--- src/rtl/mac_stream_pkg.sv ---
// Shared definitions for the MAC operand streamer.
//   state_t        - streamer FSM states (idle, issuing reads, draining FIFO)
//   TDATA_LANES    - number of operand lanes packed into TDATA {weight, activation}
//   TID_W          - width of the vector index carried on TID
//   VEC_LEN_W      - width of the per-vector pair count input
//   NUM_VECS_W     - width of the per-job vector count input
//   is_empty_job() - true when a job has nothing to stream
package mac_stream_pkg;

    typedef enum logic [1:0] {
        ST_IDLE  = 2'd0,
        ST_RUN   = 2'd1,
        ST_DRAIN = 2'd2
    } state_t;

    localparam int TDATA_LANES = 2;
    localparam int TID_W       = 8;
    localparam int VEC_LEN_W   = 16;
    localparam int NUM_VECS_W  = 8;

    function automatic logic is_empty_job(input logic [VEC_LEN_W-1:0]  vec_len,
                                          input logic [NUM_VECS_W-1:0] num_vecs);
        return (vec_len == '0) || (num_vecs == '0);
    endfunction

endpackage

--- src/rtl/axis_skid_fifo.sv ---
// Two-entry output FIFO holding complete AXI-Stream beats.
//   clk, rst   - clock and synchronous active-high reset (control only)
//   push       - write push_data this cycle (caller guarantees space)
//   push_data  - beat payload to store
//   ready      - downstream TREADY; a pop happens when valid && ready
//   valid      - FIFO non-empty (drives TVALID)
//   data       - head payload, forced to zero while empty
//   count      - current occupancy, 0..2
module axis_skid_fifo #(
    parameter int WIDTH = 8
) (
    input  logic             clk,
    input  logic             rst,
    input  logic             push,
    input  logic [WIDTH-1:0] push_data,
    input  logic             ready,
    output logic             valid,
    output logic [WIDTH-1:0] data,
    output logic [1:0]       count
);

    logic [WIDTH-1:0] mem [2];
    logic             wr_ptr;
    logic             rd_ptr;
    logic             pop;

    assign valid = (count != 2'd0);
    assign pop   = valid && ready;
    // The head slot is never the write target while occupied, so the
    // presented payload stays stable across stalls.
    assign data  = valid ? mem[rd_ptr] : '0;

    always_ff @(posedge clk) begin
        if (rst) begin
            count  <= 2'd0;
            wr_ptr <= 1'b0;
            rd_ptr <= 1'b0;
        end else begin
            if (push) wr_ptr <= ~wr_ptr;
            if (pop)  rd_ptr <= ~rd_ptr;
            count <= count + {1'b0, push} - {1'b0, pop};
        end
    end

    always_ff @(posedge clk) begin
        if (push) mem[wr_ptr] <= push_data;
    end

endmodule

--- src/rtl/mac_operand_streamer.sv ---
// Streams (weight, activation) operand pairs from two BRAM read ports into
// an AXI-Stream master feeding a MAC.
//   ACLK, ARESET          - clock, synchronous active-high reset
//   START                 - job request, honoured only in idle
//   VEC_LEN, NUM_VECS     - pairs per vector, vectors per job
//   BUSY, DONE            - job in progress, one-cycle completion pulse
//   W_EN/W_ADDR/W_DOUT    - weight BRAM read port (1-cycle latency)
//   A_EN/A_ADDR/A_DOUT    - activation BRAM read port (1-cycle latency)
//   MD_AXIS_*             - output stream; TDATA = {weight, activation},
//                           TUSER = first pair, TLAST = last pair, TID = vector
module mac_operand_streamer
    import mac_stream_pkg::*;
#(
    parameter int C_DATA_WIDTH = 8,
    parameter int C_ADDR_WIDTH = 10
) (
    input  logic                                ACLK,
    input  logic                                ARESET,
    input  logic                                START,
    input  logic [VEC_LEN_W-1:0]                VEC_LEN,
    input  logic [NUM_VECS_W-1:0]               NUM_VECS,
    output logic                                BUSY,
    output logic                                DONE,
    output logic                                W_EN,
    output logic [C_ADDR_WIDTH-1:0]             W_ADDR,
    input  logic [C_DATA_WIDTH-1:0]             W_DOUT,
    output logic                                A_EN,
    output logic [C_ADDR_WIDTH-1:0]             A_ADDR,
    input  logic [C_DATA_WIDTH-1:0]             A_DOUT,
    output logic                                MD_AXIS_TVALID,
    input  logic                                MD_AXIS_TREADY,
    output logic [TDATA_LANES*C_DATA_WIDTH-1:0] MD_AXIS_TDATA,
    output logic                                MD_AXIS_TLAST,
    output logic                                MD_AXIS_TUSER,
    output logic [TID_W-1:0]                    MD_AXIS_TID
);

    localparam int TDATA_W = TDATA_LANES * C_DATA_WIDTH;
    localparam int PAY_W   = TDATA_W + 2 + TID_W;

    state_t                  state;
    logic                    run_first;
    logic [VEC_LEN_W-1:0]    vec_len_q;
    logic [NUM_VECS_W-1:0]   num_vecs_q;
    logic [VEC_LEN_W-1:0]    pair_cnt;
    logic [NUM_VECS_W-1:0]   vec_cnt;
    logic [C_ADDR_WIDTH-1:0] w_addr_q;
    logic [C_ADDR_WIDTH-1:0] a_addr_q;

    logic                    vld_p1;
    logic                    user_p1;
    logic                    last_p1;
    logic [TID_W-1:0]        tid_p1;

    logic                    fifo_vld;
    logic [PAY_W-1:0]        fifo_data;
    logic [1:0]              fifo_cnt;
    logic                    pop;
    logic [2:0]              slots_used;
    logic                    rd_issue;
    logic                    pair_last;
    logic                    vec_last;

    assign pop       = fifo_vld && MD_AXIS_TREADY;
    // Occupancy after this cycle's pop plus the read whose data lands next
    // edge; a new read is only issued if it is guaranteed a FIFO slot.
    assign slots_used = 3'(fifo_cnt) - 3'(pop) + 3'(vld_p1);
    assign rd_issue  = !ARESET && (state == ST_RUN) && !run_first && (slots_used < 3'd2);
    assign pair_last = (pair_cnt == vec_len_q - VEC_LEN_W'(1));
    assign vec_last  = (vec_cnt == num_vecs_q - NUM_VECS_W'(1));

    assign W_EN   = rd_issue;
    assign A_EN   = rd_issue;
    assign W_ADDR = w_addr_q;
    assign A_ADDR = a_addr_q;

    // ---- stage p0: job control and read issue ----
    always_ff @(posedge ACLK) begin
        if (ARESET) begin
            state      <= ST_IDLE;
            run_first  <= 1'b0;
            BUSY       <= 1'b0;
            DONE       <= 1'b0;
            vld_p1     <= 1'b0;
            vec_len_q  <= '0;
            num_vecs_q <= '0;
            pair_cnt   <= '0;
            vec_cnt    <= '0;
            w_addr_q   <= '0;
            a_addr_q   <= '0;
        end else begin
            DONE   <= 1'b0;
            vld_p1 <= rd_issue;
            case (state)
                ST_IDLE: begin
                    if (START) begin
                        vec_len_q  <= VEC_LEN;
                        num_vecs_q <= NUM_VECS;
                        pair_cnt   <= '0;
                        vec_cnt    <= '0;
                        w_addr_q   <= '0;
                        a_addr_q   <= '0;
                        run_first  <= 1'b1;
                        BUSY       <= 1'b1;
                        state      <= ST_RUN;
                    end
                end
                ST_RUN: begin
                    // The first RUN cycle only screens out empty jobs; it
                    // also aligns the first beat to three edges after START.
                    if (run_first) begin
                        run_first <= 1'b0;
                        if (is_empty_job(vec_len_q, num_vecs_q)) begin
                            BUSY  <= 1'b0;
                            DONE  <= 1'b1;
                            state <= ST_IDLE;
                        end
                    end else if (rd_issue) begin
                        w_addr_q <= w_addr_q + C_ADDR_WIDTH'(1);
                        if (pair_last) begin
                            pair_cnt <= '0;
                            a_addr_q <= '0;
                            vec_cnt  <= vec_cnt + NUM_VECS_W'(1);
                            if (vec_last) state <= ST_DRAIN;
                        end else begin
                            pair_cnt <= pair_cnt + VEC_LEN_W'(1);
                            a_addr_q <= a_addr_q + C_ADDR_WIDTH'(1);
                        end
                    end
                end
                ST_DRAIN: begin
                    if (!vld_p1 && (fifo_cnt == 2'd1) && pop) begin
                        BUSY  <= 1'b0;
                        DONE  <= 1'b1;
                        state <= ST_IDLE;
                    end
                end
                default: state <= ST_IDLE;
            endcase
        end
    end

    // ---- stage p1: beat sideband travels with the BRAM read ----
    always_ff @(posedge ACLK) begin
        if (rd_issue) begin
            user_p1 <= (pair_cnt == '0);
            last_p1 <= pair_last;
            tid_p1  <= TID_W'(vec_cnt);
        end
    end

    // ---- stage p2: BRAM data plus sideband enter the output FIFO ----
    axis_skid_fifo #(
        .WIDTH (PAY_W)
    ) u_fifo (
        .clk       (ACLK),
        .rst       (ARESET),
        .push      (vld_p1),
        .push_data ({W_DOUT, A_DOUT, user_p1, last_p1, tid_p1}),
        .ready     (MD_AXIS_TREADY),
        .valid     (fifo_vld),
        .data      (fifo_data),
        .count     (fifo_cnt)
    );

    assign MD_AXIS_TVALID = fifo_vld;
    assign MD_AXIS_TDATA  = fifo_data[PAY_W-1 -: TDATA_W];
    assign MD_AXIS_TUSER  = fifo_data[TID_W+1];
    assign MD_AXIS_TLAST  = fifo_data[TID_W];
    assign MD_AXIS_TID    = fifo_data[TID_W-1:0];

endmodule
--- config.mk ---
export PLATFORM = sky130hd
export DESIGN_NAME = mac_operand_streamer
export DESIGN_NICKNAME = d
export VERILOG_FILES = /design/src/rtl/mac_stream_pkg.sv /design/src/rtl/axis_skid_fifo.sv /design/src/rtl/mac_operand_streamer.sv
export SDC_FILE = /design/constraint.sdc
export NUM_CORES = 1
export LEC_CHECK = 0
export ABC_AREA = 0
export ABC_CLOCK_PERIOD_IN_PS = 10130
export CORE_AREA = 2 2 141 143
export CTS_CLUSTER_SIZE = 30
export DETAILED_ROUTE_END_ITERATION = 10
export DIE_AREA = 0 0 143 145
export GPL_TIMING_DRIVEN = 0
export SLEW_MARGIN = 30
export SYNTH_ARGS = -nofsm -noshare
export SYNTH_HDL_FRONTEND = slang
export SYNTH_SLANG_ARGS = --single-unit
--- constraint.sdc ---
create_clock -name ACLK -period 10.13 [get_ports ACLK]
set_clock_uncertainty 0.1 [all_clocks]
set_input_delay 1.013 -clock ACLK [delete_from_list [all_inputs] [get_ports ACLK]]
set_output_delay 1.013 -clock ACLK [all_outputs]
set_load 0.03 [all_outputs]
==> run metrics, run 1 <==
status=finished clean; Final Max Tran Viols=0; Critical Path Start Type=input pin; placed insts=1021; first-pass GRT wire length=24400 µm; Detail Route Antenna Nets=0; Multi-input gate area=2970 µm²; Reg clk slew, reported paths=60 ps; largest family of logic cells by synthesized area=simple AND/OR/NAND/NOR gates; vias in the first global route=4858; Initial Utilization=0.344; WS Path Type=in -> out; Setup TNS=0 ps; DRC viols=0; num ports=95; share of cells above drive strength 1=0.0596; final net count=834; initial antenna violation count=0; mux cell area share after synthesis=0.0485; Yosys top cell by area=edfxtp_1; Main synth FF type=dfxtp_1; total core area=19200 µm²; max_cap viols=0; Clock Sinks=141; worst relative slew slack=0.432; CTS Hold Bufs=0; CTS resizes=0; CP endpoint kind=output port; RSZ-0062 raised after global routing=false; Synth cell types=52; Pre-antenna DRT Iters=4; DR vias/cell=4.74; EDFF count, synth=62; CTS Buffer Depth=2; Syn Nets=721; total routing usage reported by global routing=0.149; DIE AREA=20700 µm²; Mapped Avg Cell Area=9.98 µm²; H-tree depth=4; final std cells w/o fill=1053; Synth Area in Simple Gates=0.215; GPL Wtd Cong=0.864; Layout fillers=1888; CTS tree=yes; Cells after Synth=662; Setup Fix Bufs, Post-CTS=0; number of synthesized register bits=141; synthesized area=6610 µm²; crit path max fanout=16; crit path time final=5870 ps; routed len/inst=14.1 µm; f_max=0.170 GHz; largest cells by area after synthesis=edfxtp_1 28%, dfxtp_1 24%, nor2_1 4.9%; Compound-Gate Fraction of Synth Area=0.0685; Critical Path RT=9020 ps; P per Cell Area=246 nW/µm²; area grow syn2layout=28.6%; HPWL after detailed placement=10800 µm; total grt overflow=0; Synth Warn #=0; Clock Latency Late Sink=420 ps; Synth Area in XOR/XNOR=0.0862; register area share after synthesis=0.521; register area=3440 µm²; chip height=145 µm; WL final=14900 µm; largest net degree at the start of global routing=27; drt initial violations=214; setup violators final=0; DIE WIDTH=143 µm; Worst Max-Slew Pin Slew=849 ps; Leakage=2.86 nW; row count=51; # diodes=0; fin crit share=0.579; Hold/Removal Path Class=reg -> reg; crit path DAT=4760 ps; Final Hold Vio Count=0; Adder-Cell Fraction of Synth Area=0.0295; CTS Root Cell=clkbuf_16; Vias=4991; ys async rst share=0; top cell type's share of synthesized area=0.282; total CTS buffers=17; worst vdd ir=0.000120 V; Port Buffer Count=93
## cell type report
type,count,area share
timing repair buffer,94,0.113
clock buffer,17,0.0501
tap,265,0.0390
multi-input combinational,470,0.349
sequential,141,0.405
inverter,22,0.00972
clock inverter,15,0.0193
buffer,29,0.0146
## metal layers
| layer | wire [µm] | global-route usage |
|---|---|---|
| met5 | 0 | 0 |
| met4 | 227 | 0.0450 |
| met2 | 7070 | 0.242 |
| met1 | 6790 | 0.189 |
| met3 | 787 | 0.0498 |
## critical path: stages
cell and delay [ps]:
clkdlybuf4s50_1 530, nor2b_1 230, ha_1 260, inv_1 50, ha_1 150, fa_1 440
or4_1 660, inv_1 540, buf_4 210, clkdlybuf4s50_1 650
## sequential cells by signal (all words and copies together) (netlist names), 2 cells and up, named ones only
name	count
A_ADDR	10
num_vecs_q	8
W_ADDR	10
vec_len_q	16
u_fifo.mem	52
tid_p1	8
state	2
u_fifo.count	2
pair_cnt	16
vec_cnt	8
## path summary, 6_finish.rpt
path	from	end	slack (ps)	cells after the start
max	MD_AXIS_TREADY	W_EN	4260	10
min	vec_cnt[4]$_SDFFE_PP0P_	tid_p1[4]$_DFFE_PP_	330	0
max reg2reg	u_fifo.count[1]$_SDFF_PP0_	pair_cnt[7]$_SDFFE_PP0P_	5040	14
min reg2reg	vec_cnt[4]$_SDFFE_PP0P_	tid_p1[4]$_DFFE_PP_	330	0
## power breakdown
part           switching, mW  internal (mW)
Combinational          0.463          0.304
Sequential            0.0443          0.659
Clock                  0.253          0.367
## metrics by stage
step                      worst slack [ps]  total power [mW]  utilization  hold WS (ps)  instance area (µm²)
after CTS                             4200              2.12        0.442           328                 8500
after detailed placement              4210              1.49        0.412           313                 7910
final                                 4260              2.09        0.442           327                 8500
after global routing                  3950              2.22        0.442           343                 8500
after floorplan                       5600              1.22            -           306                 6610
after global placement                4240              1.48        0.410           312                 7870
## cells by family after synthesis
logic type	Yosys count
AOI/OAI and AO/OA	73
xor gates and xnor gates	65
adders and majority gates	15
buffers and inverters	51
DFF	141
muxes	32
and+or+nand+nor	285
## cells in the mapped netlist (3+ instances only)
cell type and number:
inv_1 22, nand3b_1 3, o21ai_0 7, nor4_2 3, or4_1 5, o211ai_1 4, ha_1 14, nand3_1 19
and3_1 7, clkbuf_1 23, and4_1 6, and2_1 3, dfxtp_1 79, nand2_1 75, nand2b_1 9, or3_1 5
xor2_1 28, nor4b_1 4, buf_4 4, nor3_1 17, nand4_1 17, nor2_1 87, nor2b_1 7, a21oi_1 40
xnor2_1 37, a31oi_1 4, edfxtp_1 62, mux2i_1 32, nor3b_1 4, nor4_1 8
## placed cells by master, fill, tap and decap left out, types with 8 or more instances in the layout
cell / Yosys / final
clkdlybuf4s50_1: 0 / 93
nor2_1: 87 / 87
dfxtp_1: 79 / 79
nand2_1: 75 / 75
edfxtp_1: 62 / 62
a21oi_1: 40 / 40
xnor2_1: 37 / 37
mux2i_1: 32 / 32
xor2_1: 28 / 28
clkbuf_1: 23 / 23
inv_1: 22 / 22
nand3_1: 19 / 19
nand4_1: 17 / 17
nor3_1: 17 / 17
clkbuf_16: 0 / 17
ha_1: 14 / 14
nand2b_1: 9 / 9
nor4_1: 8 / 8
Power figures use the tool's default switching activity.
==> run 2, diff against run 1 <==
Settings changed: ABC_CLOCK_PERIOD_IN_PS 10130 to 5000.
Clock period 10.13 ns to 5 ns, I/O delays scaled along.
==> run 2 against run 1 <==
  * Total power is 100% higher
  * Largest power group unchanged
  * Critical endpoint unchanged
  * Largest cell class unchanged
  * Highest routed layer unchanged
  * Die area stayed put
  * Clock power is 100% higher
==> run metrics, run 2 (same netlist as run 1, synthesis figures left out) <==
CTS Hold Bufs=0 (unchanged); WS Path Type=in -> out (unchanged); Final Max Tran Viols=0 (unchanged); initial antenna violation count=0 (unchanged); total routing usage reported by global routing=0.149 (about the same); crit path max fanout=16 (unchanged); Port Buffer Count=93 (unchanged); setup violators final=0 (unchanged); Critical Path Start Type=input pin (unchanged); total core area=19200 µm² (unchanged); Largest register FFs=52 (unchanged); CP endpoint kind=output port (unchanged); chip height=145 µm (unchanged); f_max=0.215 GHz; share of cells above drive strength 1=0.0622 (was 0.0596); Pre-antenna DRT Iters=4 (unchanged); CTS Root Cell=clkbuf_16 (unchanged); Reg clk slew, reported paths=60 ps (about the same); Detail Route Antenna Nets=0 (unchanged); DRC viols=0 (unchanged); DIE WIDTH=143 µm (unchanged); DR vias/cell=4.76 (was 4.74); Top reg by flops=u_fifo.mem (unchanged); commonest non-fill, non-tap cell in the layout=clkdlybuf4s50_1 (unchanged); row count=51 (unchanged); largest net degree at the start of global routing=27 (unchanged); H-tree depth=4 (unchanged); fin crit share=0.929; Clock Latency Late Sink=420 ps (about the same); drt initial violations=196 (was 214); DIE AREA=20700 µm² (unchanged); status=finished clean (unchanged); placed insts=1021 (unchanged); crit path DAT=4040 ps (was 4760 ps); Core Util, Final=0.443 (was 0.442); Regs by FF count=u_fifo.mem x52, pair_cnt x16, vec_len_q x16 (unchanged); final std cells w/o fill=1053 (unchanged); Vias=5016 (was 4991); pre-CTS WS=-173 ps (was 4210 ps); # diodes=0 (unchanged); CTS Buffer Depth=2 (unchanged); final net count=834 (unchanged); worst vdd ir=0.000244 V (was 0.000120 V); CTS tree=yes (unchanged); Leakage=2.86 nW (about the same); area grow syn2layout=28.7% (was 28.6%); worst relative slew slack=0.379 (was 0.432); num ports=95 (unchanged); Setup WS post-layout=357 ps (was 4260 ps); RSZ-0062 raised after global routing=false (unchanged); WL final=14900 µm (about the same); HPWL after detailed placement=10800 µm (unchanged); total CTS buffers=17 (unchanged); max_cap viols=0 (unchanged); Final Hold Vio Count=0 (unchanged); Hold/Removal Path Class=reg -> reg (unchanged); most frequent cells in the layout=93 x clkdlybuf4s50_1, 86 x nor2_1, 79 x dfxtp_1 (was 93 x clkdlybuf4s50_1, 87 x nor2_1, 79 x dfxtp_1); first-pass GRT wire length=24300 µm (was 24400 µm); Setup Fix Bufs, Post-CTS=0 (unchanged); Clock Sinks=141 (unchanged); Initial Utilization=0.344 (unchanged); total grt overflow=0 (unchanged); P per Cell Area=499 nW/µm² (was 246 nW/µm²); GPL Wtd Cong=0.864 (unchanged); vias in the first global route=4856 (was 4858); routed len/inst=14.1 µm (about the same); Critical Path RT=4400 ps (was 9020 ps); Worst Max-Slew Pin Slew=923 ps (was 849 ps); crit path time final=4640 ps
run 2: changes by cell type in the layout (fill, tap and decap cells not counted), sizes merged:
cell      delta
clkinvlp     +1
inv          -1
run 2: stage by stage:
stage               hold slack [ps]  power [mW]  TNS [ps]  cell area, µm²
finish                          327        4.24         0            8510
global route                    343        4.51         0            8510
CTS                             328        4.29         0            8500
detailed placement              313        3.01     -1440            7910
global placement                312        2.99     -1220            7870
floorplan                       306        2.48         0            6610
run 2: routing by layer:
layer | part of all wire | vias up | global-route usage
met5 | 0 | - | 0
met4 | 0.012 | 0 | 0.0450
met3 | 0.051 | 12 | 0.0498
met2 | 0.48 | 94 | 0.241
met1 | 0.46 | 2351 | 0.189
li1 | - | 2559 | -
run 2: worst max-delay path, stage by stage:
cell and delay (ps):
clkdlybuf4s50_1 530, nor2b_1 230, ha_1 260, inv_1 50, ha_1 150, fa_1 440
or4_1 690, clkinvlp_4 360, buf_4 170, clkdlybuf4s50_1 650
run 2: what timing repair did:
action / CTS / global route
gates resized for setup: 2 / 1
setup endpoints to repair: 17 / 4
hold endpoints to repair: 0 / 0
run 2: final cells by class:
class | instances | area, µm²
Multi-Input combinational cell | 470 | 2970
Fill cell | 1886 | 10700
Inverter | 22 | 86.3
Buffer | 29 | 124
Clock buffer | 17 | 425
Sequential cell | 141 | 3440
Clock inverter | 15 | 164
Timing Repair Buffer | 94 | 958
Tap cell | 265 | 332
run 2: final timing paths:
check	startpoint	endpoint	slack, ps	cells past startpoint
setup / recovery	MD_AXIS_TREADY	W_EN	360	10
hold / removal	vec_cnt[4]$_SDFFE_PP0P_	tid_p1[4]$_DFFE_PP_	330	0
setup reg to reg	u_fifo.count[1]$_SDFF_PP0_	pair_cnt[7]$_SDFFE_PP0P_	550	14
hold reg to reg	vec_cnt[4]$_SDFFE_PP0P_	tid_p1[4]$_DFFE_PP_	330	0
run 2: where the power goes:
part	internal [mW]	switching [mW]
logic	0.619	0.937
clock network	0.743	0.513
registers	1.34	0.0939
total	2.70	1.54
==> run 3, diff against run 2 <==
Settings changed: TNS_END_PERCENT from default to 100.
==> results of run 3 <==
The final DEF is identical to that of run 2; final timing and power are the same.
